`src/rtl/ex_unit.sv`:
```
// SimpleRISC execute stage: single-cycle ALU/branch ops plus a 32-step iterative mul/div/mod engine.
// Define EX_FAST_MUL_EN to move mul onto a combinational multiplier and the single-cycle path.
//
// state  | meaning
// IDLE   | waiting for start; busy=0
// ITER   | one radix-2 mul/div step per cycle, count 0..31
// FIN    | outputs already written; done=1 for this one cycle
module ex_unit (
  input  logic        clk,
  input  logic        reset,
  input  logic        start,
  input  logic [5:0]  opcode_and_I,
  input  logic [31:0] op1,
  input  logic [31:0] op2,
  input  logic [31:0] immx,
  input  logic [31:0] branchTarget,
  output logic        busy,
  output logic        done,
  output logic [31:0] aluResult,
  output logic        flagE,
  output logic        flagGT,
  output logic        isBranchTaken,
  output logic [31:0] branchPC
);

  localparam logic [4:0] OP_ADD  = 5'b00000;
  localparam logic [4:0] OP_SUB  = 5'b00001;
  localparam logic [4:0] OP_MUL  = 5'b00010;
  localparam logic [4:0] OP_DIV  = 5'b00011;
  localparam logic [4:0] OP_MOD  = 5'b00100;
  localparam logic [4:0] OP_CMP  = 5'b00101;
  localparam logic [4:0] OP_AND  = 5'b00110;
  localparam logic [4:0] OP_OR   = 5'b00111;
  localparam logic [4:0] OP_NOT  = 5'b01000;
  localparam logic [4:0] OP_MOV  = 5'b01001;
  localparam logic [4:0] OP_LSL  = 5'b01010;
  localparam logic [4:0] OP_LSR  = 5'b01011;
  localparam logic [4:0] OP_ASR  = 5'b01100;
  localparam logic [4:0] OP_LD   = 5'b01110;
  localparam logic [4:0] OP_ST   = 5'b01111;
  localparam logic [4:0] OP_BEQ  = 5'b10000;
  localparam logic [4:0] OP_BGT  = 5'b10001;
  localparam logic [4:0] OP_B    = 5'b10010;
  localparam logic [4:0] OP_CALL = 5'b10011;
  localparam logic [4:0] OP_RET  = 5'b10100;

  typedef enum logic [1:0] {S_IDLE, S_ITER, S_FIN} state_t;

  state_t      state, state_nxt;
  logic        accept;
  logic        iter_in;
  logic [4:0]  op_in;
  logic [31:0] b_in;
  logic [31:0] abs_a, abs_b;
  logic [31:0] single_res;
  logic        taken_in;

  logic [4:0]  lat_op;
  logic [31:0] lat_a;
  logic [31:0] lat_bt;
  logic        lat_sa, lat_sb, lat_bz;
  logic [4:0]  count;
  logic [31:0] it_acc, it_a, it_b;
  logic [31:0] step_acc, step_a, step_b;
  logic [32:0] shifted;
  logic        ge;
  logic [31:0] iter_res;

  assign op_in = opcode_and_I[5:1];
  assign b_in  = opcode_and_I[0] ? immx : op2;
  assign abs_a = op1[31]  ? -op1  : op1;
  assign abs_b = b_in[31] ? -b_in : b_in;

`ifdef EX_FAST_MUL_EN
  assign iter_in = (op_in == OP_DIV) || (op_in == OP_MOD);
`else
  assign iter_in = (op_in == OP_MUL) || (op_in == OP_DIV) || (op_in == OP_MOD);
`endif

  assign busy = (state != S_IDLE);
  assign done = (state == S_FIN);

  always_ff @(posedge clk) begin
    if (reset) state <= S_IDLE;
    else       state <= state_nxt;
  end

  always_comb begin
    state_nxt = state;
    accept    = 1'b0;
    case (state)
      S_IDLE: begin
        if (start) begin
          accept    = 1'b1;
          state_nxt = iter_in ? S_ITER : S_FIN;
        end
      end
      S_ITER:  if (count == 5'd31) state_nxt = S_FIN;
      S_FIN:   state_nxt = S_IDLE;
      default: state_nxt = S_IDLE;
    endcase
  end

  always_comb begin
    single_res = '0;
    case (op_in)
      OP_ADD, OP_LD, OP_ST: single_res = op1 + b_in;
      OP_SUB:  single_res = op1 - b_in;
      OP_AND:  single_res = op1 & b_in;
      OP_OR:   single_res = op1 | b_in;
      OP_NOT:  single_res = ~b_in;
      OP_MOV:  single_res = b_in;
      OP_LSL:  single_res = op1 << b_in[4:0];
      OP_LSR:  single_res = op1 >> b_in[4:0];
      OP_ASR:  single_res = $unsigned($signed(op1) >>> b_in[4:0]);
`ifdef EX_FAST_MUL_EN
      OP_MUL:  single_res = op1 * b_in;
`endif
      default: single_res = '0;
    endcase
  end

  always_comb begin
    taken_in = 1'b0;
    case (op_in)
      OP_B, OP_CALL, OP_RET: taken_in = 1'b1;
      OP_BEQ:  taken_in = flagE;
      OP_BGT:  taken_in = flagGT;
      default: taken_in = 1'b0;
    endcase
  end

  // mul: it_a = shifted multiplicand, it_b = multiplier. div/mod: it_acc = remainder,
  // it_a = dividend shifting out / quotient shifting in, it_b = divisor.
  assign shifted = {it_acc, it_a[31]};
  assign ge      = (shifted >= {1'b0, it_b});

  always_comb begin
    step_acc = it_acc;
    step_a   = it_a;
    step_b   = it_b;
    if (lat_op == OP_MUL) begin
      step_acc = it_b[0] ? (it_acc + it_a) : it_acc;
      step_a   = it_a << 1;
      step_b   = it_b >> 1;
    end else begin
      step_acc = ge ? (shifted[31:0] - it_b) : shifted[31:0];
      step_a   = {it_a[30:0], ge};
    end
  end

  always_comb begin
    iter_res = '0;
    case (lat_op)
      OP_MUL:  iter_res = (lat_sa ^ lat_sb) ? -step_acc : step_acc;
      OP_DIV:  iter_res = lat_bz ? 32'd0 : ((lat_sa ^ lat_sb) ? -step_a : step_a);
      OP_MOD:  iter_res = lat_bz ? lat_a : (lat_sa ? -step_acc : step_acc);
      default: iter_res = '0;
    endcase
  end

  always_ff @(posedge clk) begin
    if (reset) begin
      aluResult     <= '0;
      flagE         <= 1'b0;
      flagGT        <= 1'b0;
      isBranchTaken <= 1'b0;
      branchPC      <= '0;
      lat_op        <= '0;
      lat_a         <= '0;
      lat_bt        <= '0;
      lat_sa        <= 1'b0;
      lat_sb        <= 1'b0;
      lat_bz        <= 1'b0;
      count         <= '0;
      it_acc        <= '0;
      it_a          <= '0;
      it_b          <= '0;
    end else begin
      if (accept) begin
        lat_op <= op_in;
        lat_a  <= op1;
        lat_bt <= branchTarget;
        lat_sa <= op1[31];
        lat_sb <= b_in[31];
        lat_bz <= (b_in == 32'd0);
        it_acc <= '0;
        it_a   <= abs_a;
        it_b   <= abs_b;
        count  <= '0;
        // Single-cycle ops are written on the accept edge so they are valid in the FIN cycle.
        if (!iter_in) begin
          aluResult     <= single_res;
          isBranchTaken <= taken_in;
          branchPC      <= (op_in == OP_RET) ? op1 : branchTarget;
          if (op_in == OP_CMP) begin
            flagE  <= (op1 == b_in);
            flagGT <= ($signed(op1) > $signed(b_in));
          end
        end
      end
      if (state == S_ITER) begin
        count  <= count + 5'd1;
        it_acc <= step_acc;
        it_a   <= step_a;
        it_b   <= step_b;
        if (count == 5'd31) begin
          aluResult     <= iter_res;
          isBranchTaken <= 1'b0;
          branchPC      <= lat_bt;
        end
      end
    end
  end

endmodule

```
`config.mk`:
```
export PLATFORM = sky130hd
export DESIGN_NAME = ex_unit
export DESIGN_NICKNAME = d
export VERILOG_FILES = /design/src/rtl/ex_unit.sv
export SDC_FILE = /design/constraint.sdc
export NUM_CORES = 2
export LEC_CHECK = 0
export ABC_CLOCK_PERIOD_IN_PS = 9600
export CAP_MARGIN = 0
export CORE_UTILIZATION = 31
export CTS_CLUSTER_DIAMETER = 80
export CTS_CLUSTER_SIZE = 8
export DETAILED_ROUTE_END_ITERATION = 16
export SLEW_MARGIN = 0
export SYNTH_ARGS = -nofsm -noshare
export SYNTH_HDL_FRONTEND = slang
export SYNTH_SLANG_ARGS = --single-unit
export TNS_END_PERCENT = 30
```
`constraint.sdc`:
```
create_clock -name clk -period 9.6 [get_ports clk]
set_clock_uncertainty 0.1 [all_clocks]
set_input_delay 1.44 -clock clk [delete_from_list [all_inputs] [get_ports clk]]
set_output_delay 1.44 -clock clk [all_outputs]
set_load 0.01 [all_outputs]
```
==> impl_results.md <==
- Status: finished, final reports clean
- Clock root buffer: clkbuf_16
- Area Growth Syn to Fin: 16.0%
- Synth Register Bits: 241
- Leakage: 12.1 nW
- Seq/Total Area, Yosys: 17.6%
- Reg-to-reg slack, setup: 2.88 ns
- Fillcell total: 9,406
- Register area: 4820 um2
- Crit end category: flip-flop
- Largest net degree at the start of global routing: 157
- Vias in the first global route: 29,600
- WHS Path Cells: 2
- Synth cell types: 94
- EDFF count, synth: 0
- Syn_nets: 4,280
- Die Ht: 299 um
- CTS tree: done
- First-pass GRT wire length: 205,000 um
- DR pass1 iterations: 7
- Deepest clock path buffer count: 3
- Final Slew Violations: 0
- Clock Sinks: about 240
- Nets@finish: about 4,300
- Post-CTS Setup Bufs: 0
- HPWL Detailed: 107,000 um
- Period utilization: 73.2%
- Initial Util: around a third
- PwrDens: 129 nW/um2
- Clock latency on the worst-skew pair: 0.59 ns
- Yosys top cell area share: about 18%
- Crit path time final: 7.03 ns
- Total track usage: 30.5%
- Final wirelength: 143,000 um
- Max IR drop VDD: 0.000152 V
- Rows: 108
- Post-cts repair resize count: 0
- CTS Buf Count: 39
- GPL Wtd Cong: 1.02
- Arr. time, crit path: 7.36 ns
- Top post-synthesis cells by area: dfxtp_1, a21oi_1, ha_1
- Kind of critical path: input pin to flip-flop
- Fmax: roughly 140 MHz
- Syn Inst Count: 3,974
- Top cell type by total area after synthesis: dfxtp_1
- Primary FF master, synth: dfxtp_1
- Mapped Avg Cell Area: 6.90 um2
- CP required: 9.94 ns
- # IOs: ~210
- R2r worst-path depth: 15
- Hold_buf cts: 0
- Crit Path Max Fanout: 43
- Post-route core utilization: 36.5%
- Buffers on Ports: 205
- Pin slew with the least headroom to its limit: 1.30 ns
- H-tree depth: 2
- Fin Setup TNS: 0 ns
- Max Cap Viol: 0
- Mapped cell area: 27,400 um2
- Final setup viols: 0
- Vias: 32,800
- Die X-Extent: roughly 300 um
- Unrepaired setup endpoints after global routing: false
- Core Box Area: between 80,000 and 90,000 um2
- Die area: 89,600 um2
- Headroom to the max-slew limit: 12.5%
- DR WL/cell: around 28 um
- Area of the multi-input gates: between 20,000 and 25,000 um2
- DRC violations left: 0
- Ys async rst share: 0%
- Initial antenna violation count: 8
- Post-route ant nets: 0
- Dpl ws: 2.31 ns
- Layout cells sized above 1: 6.37%
- Ys Warns: 0
- Hold crit path type: flip-flop to flip-flop
- Post-DR vias/cell: 6.33
- Worst-path clk slew: 0.05 ns
- Grt total ovfl: 0
- Endpoints failing hold: 0
- Final worst slack: 2.57 ns
- Initial DRC count: 4,769
- CP startpoint kind: input pin
[metrics by stage]
stage                     hold slack [ns]  cell area [um2]  instances  power, W
after floorplan                     0.331            27400       3974   0.00215
after global placement              0.338            30700       5123   0.00276
after detailed placement            0.341            30700       5123   0.00275
after CTS                           0.344            31800       5174   0.00407
after global routing                0.368            31800       5174   0.00427
final                               0.348            31800       5175   0.00412
[critical path, cell delays in order]
cell	delay [ns]
clkdlybuf4s50_1	0.44
mux2i_4	0.14
buf_4	0.40
clkinv_1	0.11
buf_4	0.30
ha_1	0.29
fa_1	0.44
a21o_1	0.19
a21o_1	0.22
a2111oi_0	0.81
o41ai_1	0.19
buf_4	0.20
a211oi_1	0.44
nor2_1	0.16
a31o_2	0.30
a221oi_1	0.44
o21ba_2	0.24
a21o_1	0.13
a211oi_1	0.06
a2111oi_0	0.40
[area by class of cell]
| class | count | share of cell area (%) |
|---|---|---|
| flip-flops and latches | 241 | 15.2 |
| diodes | 1 | 0.00787 |
| clock buffers | 42 | 3.14 |
| inverters | 161 | 1.90 |
| well taps | 1155 | 4.54 |
| repair buffers | 309 | 8.93 |
| clock inverters | 9 | 0.397 |
| multi-input cells | 3257 | 65.9 |
[report_power, final]
part | total [W] | switching (W) | internal [W] | leakage, nW
Clock | 0.00131 | 0.000543 | 0.000766 | 0.547
Combinational | 0.00167 | 0.00111 | 0.000567 | 9.62
Sequential | 0.00113 | 0.0000652 | 0.00107 | 1.97
[sequential cells by signal, indices dropped and copies added (netlist names), 2 cells and up]
register,cells
aluResult,32
lat_bt,32
state,2
lat_a,32
it_b,32
count,5
lat_op,5
it_acc,32
branchPC,32
it_a,32
[final timing paths]
kind                                            endpoint                    start
worst max-delay path            aluResult[24]$_SDFF_PP0_                   op2[0]
worst min register to register   branchPC[27]$_SDFF_PP0_  lat_bt[27]$_SDFFE_PP0P_
worst max register to register  aluResult[26]$_SDFF_PP0_    it_b[12]$_SDFFE_PP0P_
worst min-delay path             branchPC[27]$_SDFF_PP0_  lat_bt[27]$_SDFFE_PP0P_
[cells in the mapped netlist (108+ instances only)]
cell	number
clkbuf_1	265
nand3_1	108
o211ai_1	112
mux2i_1	141
dfxtp_1	241
a21oi_1	425
o21ai_0	255
nand2_1	530
inv_1	154
a211oi_1	123
nor2_1	326
ha_1	165
[logic make-up (layout without fill, tap and decap cells)]
logic type / after synthesis / count (layout) / share of synthesized area (%)
AO/OA/AOI/OAI: 1446 / 1446 / 34.5
AND/OR/NAND/NOR: 1340 / 1340 / 22.2
buffers and inverters: 476 / 521 / 6.62
flip-flops: 241 / 241 / 17.6
adder cells (fa/ha/maj): 169 / 169 / 7.82
multiplexers: 167 / 167 / 6.89
XOR/XNOR: 135 / 135 / 4.31
other: 0 / 1 / 0
[layout by cell type, fill, tap and decap left out, types with 21 or more instances in the layout]
cell / synthesis / final
o22ai_1: 26 / 26
or3_1: 30 / 30
mux2i_1: 141 / 135
nand2_1: 530 / 528
buf_4: 0 / 103
nand2b_1: 26 / 24
nor2b_1: 29 / 27
nand3_1: 108 / 107
nor2_1: 326 / 325
inv_1: 154 / 154
o21ai_0: 255 / 255
a22oi_1: 46 / 46
ha_1: 165 / 165
and3_1: 26 / 26
clkdlybuf4s50_1: 0 / 202
and2_1: 24 / 22
dfxtp_1: 241 / 241
a31oi_1: 61 / 61
nor4_1: 31 / 29
xor2_1: 30 / 29
o2111ai_1: 21 / 21
o31ai_1: 37 / 37
a21oi_1: 425 / 422
clkbuf_16: 0 / 39
a221oi_1: 62 / 62
xnor2_1: 105 / 104
a21o_1: 53 / 53
o211ai_1: 112 / 112
a211oi_1: 123 / 123
nand4_1: 32 / 32
nor3_1: 106 / 105
[layer usage]
metal	up-vias	routed length (um)	track usage [%]	part of all wire (%)
li1	14800	-	-	-
met1	15700	58800	40.8	41
met2	1925	59200	44.1	41
met3	361	16200	8.54	11
met4	8	8880	16.6	6.2
met5	-	45	0	0.031
Note: power is estimated with default switching activity, not from simulation.
